[src/rtl/hist_compute.sv]
// Histogram stage: clears a 2**BIN_W-bin scratch histogram, bins NUM_PIXELS
// pixels by read-modify-write, then pulses cdf_start.
// Ports:
//   clk, reset (sync, active-low)
//   hist_start_in, pix_valid/pix_data/pix_ready
//   hist_rd_en/addr/data
//   hist_wr_en/addr/data
//   hist_busy, hist_overflow, cdf_start
// Optional feature: `define HIST_SATURATE_EN for saturating counts plus a
// sticky hist_overflow; without it counts wrap and hist_overflow is 0.
module hist_compute #(
    parameter int PIX_W      = 8,
    parameter int BIN_W      = 6,
    parameter int CNT_W      = 16,
    parameter int NUM_PIXELS = 4096
) (
    input  logic             clk,
    input  logic             reset,
    input  logic             hist_start_in,
    input  logic             pix_valid,
    input  logic [PIX_W-1:0] pix_data,
    output logic             pix_ready,
    output logic             hist_rd_en,
    output logic [BIN_W-1:0] hist_rd_addr,
    input  logic [CNT_W-1:0] hist_rd_data,
    output logic             hist_wr_en,
    output logic [BIN_W-1:0] hist_wr_addr,
    output logic [CNT_W-1:0] hist_wr_data,
    output logic             hist_busy,
    output logic             hist_overflow,
    output logic             cdf_start
);
    localparam int PCW = $clog2(NUM_PIXELS + 1);

    typedef enum logic [2:0] {
        IDLE, CLEAR, ACCUM, DRAIN, DONE
    } state_t;

    state_t           state, state_nxt;
    logic             start_q;
    logic [BIN_W-1:0] clr_cnt;
    logic [PCW-1:0]   pix_cnt;
    logic             drain_cnt;
    logic             accept, last_pix, begin_img;
    logic [BIN_W-1:0] bin;

    logic             s1_v, s2_v, s3_v;
    logic [BIN_W-1:0] s1_bin, s2_bin, s3_bin;
    logic [CNT_W-1:0] s2_d, s3_d;
    logic [CNT_W-1:0] old_cnt, new_cnt;

    assign bin       = pix_data[PIX_W-1 -: BIN_W];
    assign accept    = (state == ACCUM) && pix_valid;
    assign last_pix  = (pix_cnt == PCW'(NUM_PIXELS - 1));
    assign begin_img = (state == IDLE) && start_q;

    assign hist_rd_en   = accept;
    assign hist_rd_addr = accept ? bin : '0;

    always_ff @(posedge clk) begin
        if (!reset) state <= IDLE;
        else        state <= state_nxt;
    end

    always_comb begin
        state_nxt = state;
        pix_ready = 1'b0;
        hist_busy = 1'b1;
        cdf_start = 1'b0;
        unique case (state)
            IDLE: begin
                hist_busy = 1'b0;
                if (start_q) state_nxt = CLEAR;
            end
            CLEAR: if (&clr_cnt) state_nxt = ACCUM;
            ACCUM: begin
                pix_ready = 1'b1;
                if (pix_valid && last_pix) state_nxt = DRAIN;
            end
            DRAIN: if (drain_cnt) state_nxt = DONE;
            DONE: begin
                cdf_start = 1'b1;
                state_nxt = IDLE;
            end
            default: state_nxt = IDLE;
        endcase
    end

    // Masking with busy drops starts seen during an image or in DONE,
    // while a start still held once IDLE is reached gets through.
    always_ff @(posedge clk) begin
        if (!reset) begin
            start_q   <= 1'b0;
            clr_cnt   <= '0;
            drain_cnt <= 1'b0;
            pix_cnt   <= '0;
        end else begin
            start_q   <= hist_start_in & ~hist_busy;
            clr_cnt   <= (state == CLEAR) ? clr_cnt + 1'b1 : '0;
            drain_cnt <= (state == DRAIN) ? ~drain_cnt : 1'b0;
            if (begin_img)   pix_cnt <= '0;
            else if (accept) pix_cnt <= pix_cnt + 1'b1;
        end
    end

    // s2 is the write issued this cycle; s3 is the write issued in the
    // cycle our read was launched, which the memory did not yet reflect.
    always_comb begin
        if (s2_v && s2_bin == s1_bin)      old_cnt = s2_d;
        else if (s3_v && s3_bin == s1_bin) old_cnt = s3_d;
        else                               old_cnt = hist_rd_data;
    end

`ifdef HIST_SATURATE_EN
    logic [CNT_W:0] sum;
    logic           s2_ovf, ovf_q;

    assign sum           = {1'b0, old_cnt} + 1'b1;
    assign new_cnt       = sum[CNT_W] ? '1 : sum[CNT_W-1:0];
    assign hist_overflow = ovf_q;

    always_ff @(posedge clk) begin
        if (!reset) begin
            s2_ovf <= 1'b0;
            ovf_q  <= 1'b0;
        end else begin
            s2_ovf <= s1_v & sum[CNT_W];
            if (begin_img)          ovf_q <= 1'b0;
            else if (s2_v & s2_ovf) ovf_q <= 1'b1;
        end
    end
`else
    assign new_cnt       = old_cnt + 1'b1;
    assign hist_overflow = 1'b0;
`endif

    always_ff @(posedge clk) begin
        if (!reset) begin
            s1_v   <= 1'b0;
            s2_v   <= 1'b0;
            s3_v   <= 1'b0;
            s1_bin <= '0;
            s2_bin <= '0;
            s3_bin <= '0;
            s2_d   <= '0;
            s3_d   <= '0;
        end else begin
            s1_v   <= accept;
            s1_bin <= bin;
            s2_v   <= s1_v;
            s2_bin <= s1_bin;
            s2_d   <= new_cnt;
            s3_v   <= s2_v;
            s3_bin <= s2_bin;
            s3_d   <= s2_d;
        end
    end

    assign hist_wr_en   = (state == CLEAR) | s2_v;
    assign hist_wr_addr = (state == CLEAR) ? clr_cnt : s2_bin;
    assign hist_wr_data = (state == CLEAR) ? '0 : s2_d;

endmodule

[config.mk]
export PLATFORM = sky130hd
export DESIGN_NAME = hist_compute
export DESIGN_NICKNAME = d
export VERILOG_FILES = /design/src/rtl/hist_compute.sv
export SDC_FILE = /design/constraint.sdc
export NUM_CORES = 1
export LEC_CHECK = 0
export BUFFER_PORTS_ARGS = -buffer_cell sky130_fd_sc_hd__buf_2
export CAP_MARGIN = 20
export CORE_UTILIZATION = 56
export CTS_BUF_LIST = sky130_fd_sc_hd__clkbuf_16
export DETAILED_ROUTE_END_ITERATION = 12
export GPL_TIMING_DRIVEN = 0
export PLACE_DENSITY = 0.9
export SLEW_MARGIN = 20
export SYNTH_ARGS = -nofsm -noshare
export SYNTH_HDL_FRONTEND = slang
export SYNTH_SLANG_ARGS = --single-unit
[constraint.sdc]
create_clock -name clk -period 4.1 [get_ports clk]
set_input_delay 0.205 -clock clk [delete_from_list [all_inputs] [get_ports clk]]
set_output_delay 0.205 -clock clk [all_outputs]
set_load 0.005 [all_outputs]
* Yosys cells after proc, flatten, opt, wreduce, memory -nomap -nowiden
Index checks and enable logic that the tools add are counted.
** Cells by class
- $add $sub $neg :: 3
- Equality and inequality tests :: 11
- Muxes and demuxes :: 13
- Bitwise logic cells :: 4
- Reduce and logical (&&, ||, !) cells :: 11
** Operator list (count)
- 2-to-1 mux 16 bit :: 3
- adder 16 x 1 -> 16 bit, second input constant :: 1
- adder 13 x 1 -> 13 bit, second input constant :: 1
- equality test 13 x 12 -> 1 bit, second input constant :: 1
- equality test 6 bit :: 2
- 2-to-1 mux 3 bit :: 4
- 2-to-1 mux 6 bit :: 2
- case mux 3 bit (4 select lines) :: 1
- adder 6 x 1 -> 6 bit, second input constant :: 1
- equality test 3 x 2 -> 1 bit, second input constant :: 2
- != test 2 bit, second input constant :: 3
- AND reduction 6 bit :: 1
- logical AND 1 bit :: 5
- AND reduction 2 bit :: 2
- AND reduction 4 bit :: 1
- equality test 3 x 1 -> 1 bit, second input constant :: 1
- equality test 3 bit, second input constant :: 1
- zero test 3 bit :: 1
- 2-to-1 mux 1 bit :: 3
- != test 2 x 1 -> 1 bit, second input constant :: 1
- inverter 1 bit :: 2
- OR reduction 2 bit :: 1
- bitwise AND 1 bit :: 1
- bitwise OR 1 bit :: 1
** Word-level totals
- Flip-flop bits (word level) :: 77
- Output and inout port bits :: 34
- Bits of input ports :: 28
- Word-level logic and storage cells :: 55

* Depth between registers and ports, before layout
Gate-level depths: netlist of the first run.
- Depth after elaboration :: 5
- Depth in mapped cells :: 12
- Gate-level depth less buffers :: 11

* Worst setup path before layout of the first run
Ideal clock, no wire load.
- Path type :: register to register
- Start point :: reg s1_bin[4]
- End point :: reg s2_d[10]
- Library setup time :: 128 ps
- Required time :: 3972 ps
- Arrival :: 2863 ps
- Period minus slack after synthesis :: 2990 ps
- Stages on the path, launching flop included :: 13
- Path slack :: 1110 ps
- Path buffers :: 1
- Cells stage by stage :: dfxtp_1 > xor2_1 > or4b_4 > buf_6 > or3_1 > a31oi_2 > ha_1 > inv_1 > a311oi_1 > nand4_1 > nor3_1 > xnor2_1 > nor2_1
** Between the ends
- Word-level cells in the longest chain between the ends :: 5
- Elaborated cells on any way between the ends :: 7
- Those cells by class :: add/sub: 1; eq/ne: 2; mux: 2; reduce/logical: 2
** RTL lines
- from (decl) :: line 48 : logic [BIN_W-1:0] s1_bin, s2_bin, s3_bin;
- from (signal assigned) :: line 149 : s1_bin <= bin;
- equality test 6 bit :: line 110 : else if (s3_v && s3_bin == s1_bin) old_cnt = s3_d;
- logical AND 1 bit :: line 110
- 2-to-1 mux 16 bit :: line 110
- 2-to-1 mux 16 bit (*) :: line 109 : if (s2_v && s2_bin == s1_bin) old_cnt = s2_d;
- adder 16 x 1 -> 16 bit (*) :: line 133 : assign new_cnt = old_cnt + 1'b1;
- to (signal assigned) :: line 152 : s2_d <= new_cnt;
- to (decl) :: line 49 : logic [CNT_W-1:0] s2_d, s3_d;
Mark *: on every way between the ends. The rest lies on a longest branch, timed or not.
A chain may end at the register's enable or synchronous reset.

* Final worst setup path of the first run
- Start point :: reg s1_bin[4]
- End point :: reg s2_d[12]
The elaborated chain is that of the path after synthesis.

==> out/metrics.csv, run 1 <==
metric,value,unit
status,"finished, final reports clean",
layout cells sized above 1,19.3,%
Peak Freq,279,MHz
Final Total Pwr,1.77,mW
leading area contributor after synthesis,dfxtp_1,
DRT Wirelength,9110,um
post-route ant nets,0,
Post-synth EDFFs,0,
dominant cell by count in the synthesized netlist,dfxtp_1,
VDD IR max,0.289,mV
Tmin final,3580,ps
Tcrit/Tclk final,87.3,%
hpwl dp,5980,um
clk root buf,clkbuf_16,
residual DRC count,0,
row cnt,28,
Leakage,1.76,nW
Netlist cell types,44,
CP Class,reg2reg,
total negative slack,0,ps
Global Route Usage Sum,28.9,%
Clock Tree Buf Depth,2,
clock buffers created by TritonCTS,9,
first-pass GRT wire length,14100,um
GPL Wtd Cong,0.877,
Chip Height,81.7,um
CP startpoint kind,flip-flop,
Clock Skew,6.78,ps
number of nets in the layout,508,
Least-Margin Pin Slew,766,ps
MaxCap Viol Count,0,
post-synthesis cell count,408,
vias in the first global route,2894,
H-tree levels,3,
1st-iter DRT viols,259,
top-area cell type share of the netlist area,43.3,%
WL per Instance,16.3,um
"Hold Vio Cnt, Final",0,
HP Class,in2reg,
routed vias,3134,
post-cts resize count,0,
PortBufs,58,
Die ar.,0.00668,mm^2
crit-path max FO,9,
pins over their slew limit,0,
antenna violations before repair,0,
power density cells,418,mW/mm^2
fraction of registers with async set/reset,0,%
synthesized area per cell,8.72,um^2
CORE AREA,0.00603,mm^2
Diodes inserted,0,
syn_nets,439,
register area share after synthesis,43.3,%
crit path capture type,flip-flop,
final setup violating endpoints,0,
synthesized cell area,0.00356,mm^2
die width,81.7,um
Initial Utilization,59.1,%
GRT overflow,0,
Ys Warns,0,
layout overhead on the synthesized area,19.0,%
"flops & latches, synth",77,
Synth area leaders,"dfxtp_1 43%, and2_1 6.7%, xnor2_1 4.9%, xor2_1 4.4%, nor2_1 4.3%",
clk slew on worst S/H paths,60,ps
largest net degree at the start of global routing,14,
Post-CTS Hold Buffers,0,
worst endpoint required time,4310,ps
CTS tree,done,
# clock sinks,77,
boundary pin count,62,
Worst EP arrival,3790,ps
Pre-Repair DR Iteration Count,5,
Vias/cell,5.63,
Synth top cells by count,"77 x dfxtp_1, 41 x nor2_1, 38 x and2_1",
post-CTS setup buffers,0,
Synth Flop Type,dfxtp_1,
Slew Limit Headroom,48.8,%
setup repair after global routing missed its margin,false,
Clock Latency Late Sink,340,ps
cells in the final DEF (no fill, tap or decap), types with 2 or more instances in the layout:
| master | instances |
|---|---|
| o21ai_0 | 16 |
| and2_1 | 38 |
| nand4b_1 | 2 |
| and3_1 | 13 |
| clkinv_1 | 2 |
| nor2b_1 | 19 |
| clkbuf_16 | 9 |
| nand3_1 | 8 |
| dfxtp_1 | 77 |
| nand2_1 | 25 |
| nand2b_1 | 2 |
| inv_1 | 15 |
| clkbuf_1 | 17 |
| a31oi_1 | 6 |
| nor4_1 | 7 |
| or2_2 | 3 |
| a31oi_2 | 4 |
| mux2_2 | 6 |
| ha_1 | 3 |
| mux2i_1 | 6 |
| nor2_1 | 41 |
| nor3_1 | 18 |
| nand4_1 | 7 |
| xnor2_1 | 20 |
| nor3b_1 | 2 |
| a21oi_1 | 8 |
| or3_1 | 10 |
| buf_2 | 59 |
| xor2_1 | 18 |
logic make-up (layout without fill, tap and decap cells):
group,Yosys count,count (layout),share of synthesized area (%)
muxes,12,12,3.59
and+or+nand+nor,201,201,30.7
DFF,77,77,43.3
other,1,1,0.105
buffers and inverters,34,108,3.94
AOI/OAI and AO/OA,42,42,7.98
xor gates and xnor gates,38,38,9.35
adders and majority gates,3,3,1.05
stage by stage:
| step | cells | hold slack, ps | instance area [um^2] | setup slack [ps] | util [%] |
|---|---|---|---|---|---|
| after detailed placement | 541 | 423 | 3940 | 753 | 65.4 |
| final | 557 | 82.1 | 4240 | 520 | 70.3 |
| after global routing | 557 | 83.1 | 4240 | 381 | 70.3 |
| after floorplan | 408 | 327 | 3560 | 1110 | - |
| after CTS | 557 | 81.7 | 4240 | 581 | 70.3 |
| after global placement | 541 | 418 | 3940 | 803 | 65.4 |
area by class of cell:
class	instances	area (um^2)
Sequential cell	77	1540
Timing Repair Buffer	58	290
Multi-Input combinational cell	297	1880
Clock buffer	9	225
Fill cell	426	1790
Tap cell	75	93.8
Clock inverter	7	66.3
Inverter	14	52.6
Buffer	20	87.6
where the power goes:
group	internal, mW	switching, mW
Combinational	0.0787	0.110
Sequential	0.777	0.0209
Clock	0.468	0.315
per-layer routing:
metal | up-vias | GRT usage (%) | part of all wire, %
met5 | - | 0 | 0
met4 | 0 | 14.4 | 2.8
met3 | 22 | 6.22 | 6.7
met2 | 127 | 48.3 | 50
met1 | 1472 | 34.9 | 41
li1 | 1513 | - | -
worst paths after layout:
path / start / endpoint / slack (ps) / depth (start not counted)
max: s1_bin[4]$_SDFF_PN0_ / s2_d[12]$_SDFF_PN0_ / 520 / 12
min reg2reg: s1_v$_SDFF_PN0_ / s2_v$_SDFF_PN0_ / 440 / 1
min: pix_data[7] / s1_bin[5]$_SDFF_PN0_ / 80 / 2
max reg2reg: s1_bin[4]$_SDFF_PN0_ / s2_d[12]$_SDFF_PN0_ / 520 / 12
sequential cells by signal (all words and copies together) (netlist names), 3 cells and up:
signal   cells
s3_bin       6
s3_d        16
s1_bin       6
pix_cnt     13
state        3
s2_bin       6
s2_d        16
clr_cnt      6
critical path, stage by stage (launching register included):
cell	delay [ps]
dfxtp_1	340
xnor2_1	260
nand3_1	210
or2_2	340
clkbuf_1	280
a31oi_1	520
ha_1	300
inv_1	50
a311oi_1	290
nand4_1	290
nor3_1	350
xnor2_1	160
nor2_1	60
No activity file was read; power rests on OpenSTA's default activity.
==> run 2: changes to the inputs <==
--- a/config.mk
+++ b/config.mk
@@ -7,6 +7,7 @@
 export LEC_CHECK = 0
 export BUFFER_PORTS_ARGS = -buffer_cell sky130_fd_sc_hd__buf_2
 export CAP_MARGIN = 20
+export CORE_ASPECT_RATIO = 0.6
 export CORE_UTILIZATION = 56
 export CTS_BUF_LIST = sky130_fd_sc_hd__clkbuf_16
 export DETAILED_ROUTE_END_ITERATION = 12
==> constraint.sdc (replaced) <==
create_clock -name clk -period 4.1 [get_ports clk]
set_input_delay 0.205 -clock clk [delete_from_list [all_inputs] [get_ports clk]]
set_output_delay 0.205 -clock clk [all_outputs]
set_load 0.01 [all_outputs]
==> run 2 against run 1 <==
Against the previous run: non-clock buffer count did not move; hold slack gained 11 ps; final cell count grew 1.6%; clock-buffer cell count did not move; sequential cell count is the same; sequential share of layout area down 0.25 points; cell area is 0.68% higher; combinational power rose by 6%; largest power group is now clock; via count grew 2.4%; total power grew 2.7%; clock skew is essentially flat; critical path depth unchanged.
==> out/metrics.csv, run 2 (synthesis gave the netlist of run 1 again) <==
metric,value,unit
status,"finished, final reports clean",
crit-path max FO,9,
FF-to-FF path depth,12,
Clock Skew,6.63,ps
sw frac,24.0,%
DRT Wirelength,9130,um
Leakage,1.78,nW
Chip Height,63.8,um
GPL Wtd Cong,0.925,
CP Cell Sequence,"xnor2_1, nand4_1, or2_2, clkbuf_1, a31oi_1, ha_1, inv_1, a311oi_1, nand4_1, nor2_1, nand3_1, mux2i_1",
Final Total Pwr,1.82,mW
Die ar.,0.00669,mm^2
Global Route Usage Sum,29.6,%
Clk pwr share,45.1,%
crit path capture type,flip-flop,
clock buffers created by TritonCTS,9,
Initial Utilization,58.3,%
Comb power frac,11.0,%
Placed Instances,550,
largest net degree at the start of global routing,13,
RR Startpoint,s1_bin[0]$_SDFF_PN0_,
total negative slack,0,ps
WL per Instance,16.1,um
final setup violating endpoints,0,
Vias/cell,5.67,
Reg2Reg Setup Slack,430,ps
post-CTS setup buffers,0,
Crit-path slowest cell,a31oi_1,
clk slew on worst S/H paths,60,ps
vias in the first global route,3087,
antenna violations before repair,0,
residual DRC count,0,
fillers,509,
CTS tree,done,
number of nets in the layout,508,
CP startpoint kind,flip-flop,
VDD IR max,0.210,mV
most frequent cells in the layout,"77 x dfxtp_1, 59 x buf_2, 41 x nor2_1",
GRT overflow,0,
total area of sequential cells,0.00154,mm^2
Diodes inserted,0,
Worst EP arrival,3890,ps
Clock Tree Buf Depth,2,
post-cts resize count,0,
layout cells sized above 1,19.3,%
post-route ant nets,0,
Least-Margin Pin Slew,878,ps
first-pass GRT wire length,15000,um
CP peak stage delay,470,ps
boundary pin count,62,
Net Sw Power,437,uW
1st-iter DRT viols,308,
hpwl dp,6380,um
MaxCap Viol Count,0,
Cell Int Power,1.38,mW
CORE AREA,0.00611,mm^2
# clock sinks,77,
power density cells,426,mW/mm^2
Peak Freq,273,MHz
Pre-Repair DR Iteration Count,9,
layout overhead on the synthesized area,19.8,%
CP bufs+invs,2,
Finished Layout Cells,566,
Slew Limit Headroom,41.4,%
die width,105,um
sequential share of power,43.9,%
row cnt,22,
Multi-input gate area,0.00188,mm^2
CP dominant cell by count,nand4_1,
instance count on the critical path,12,
WHS Path Cells,2,
PortBufs,58,
routed vias,3209,
"Hold Vio Cnt, Final",0,
cell family with most CP delay,simple AND/OR/NAND/NOR gates,
Final Core Density,69.8,%
FF-to-FF End,s2_d[14]$_SDFF_PN0_,
CP Class,reg2reg,
Hold Path Origin,pix_data[6],
Tmin final,3670,ps
H-tree levels,3,
Clock Latency Late Sink,330,ps
Min Hold Slack,93.6,ps
clk root buf,clkbuf_16,
HP Class,in2reg,
Tcrit/Tclk final,89.4,%
"commonest non-fill, non-tap cell in the layout",dfxtp_1,
worst endpoint required time,4320,ps
Post-CTS Hold Buffers,0,
pins over their slew limit,0,
setup repair after global routing missed its margin,false,
"Endpoint, Worst Hold",s1_bin[4]$_SDFF_PN0_,
largest registers,"s2_d: 16 flops, s3_d: 16 flops, pix_cnt: 13 flops",
-- run 2: cell types whose count changed in the layout (fill, tap and decap cells not counted), sizes merged --
cell    before  now
inv         16   17
bufinv       1    2
clkinv       3    1
-- run 2: final cells by class --
type / instances / share of cell area [%]
Timing Repair Buffer: 58 / 6.81
Multi-Input combinational cell: 297 / 44.0
Buffer: 20 / 2.05
Inverter: 14 / 1.23
Tap cell: 84 / 2.46
Clock inverter: 7 / 1.97
Clock buffer: 9 / 5.28
Sequential cell: 77 / 36.2
-- run 2: power groups by stage --
| stage | Sequential [mW] | Combinational, mW | Clock [mW] |
|---|---|---|---|
| final | 0.799 | 0.200 | 0.820 |
| after global routing | 0.802 | 0.218 | 0.862 |
| after CTS | 0.798 | 0.197 | 0.822 |
| after detailed placement | 0.813 | 0.194 | 0 |
| after global placement | 0.812 | 0.188 | 0 |
| after floorplan | 0.807 | 0.128 | 0 |
-- run 2: worst max path at each step --
stage,to,start,slack (ps)
2_1_floorplan,s2_d[10]$_SDFF_PN0_,s1_bin[4]$_SDFF_PN0_,1110
3_3_place_gp,s2_d[14]$_SDFF_PN0_,s1_bin[4]$_SDFF_PN0_,710
3_5_place_dp,s2_d[14]$_SDFF_PN0_,s1_bin[4]$_SDFF_PN0_,590
4_1_cts,s2_d[14]$_SDFF_PN0_,s1_bin[4]$_SDFF_PN0_,550
5_1_grt,s2_d[12]$_SDFF_PN0_,s1_bin[0]$_SDFF_PN0_,280
6_report,s2_d[14]$_SDFF_PN0_,s1_bin[0]$_SDFF_PN0_,430
-- run 2: per-stage QoR --
| stage | worst slack, ps | cell area, um^2 |
|---|---|---|
| finish | 434 | 4260 |
| global route | 282 | 4260 |
| CTS | 549 | 4260 |
| detailed placement | 588 | 3960 |
| global placement | 709 | 3960 |
| floorplan | 1110 | 3560 |
-- run 2: metal layers --
metal / vias to the layer above / GRT usage [%] / routed length, um
li1: 1512 / - / -
met1: 1516 / 38.2 / 4030
met2: 148 / 46.6 / 4050
met3: 33 / 9.08 / 850
met4: 0 / 12.0 / 204
met5: - / 0 / 0
-- run 2: worst register-to-register path: stages, from the launching register on --
cell and delay, ps:
dfxtp_1 450, xnor2_1 160, nand4_1 240, or2_2 350
clkbuf_1 290, a31oi_1 470, ha_1 270, inv_1 60
a311oi_1 330, nand4_1 310, nor2_1 340, nand3_1 150
mux2i_1 140
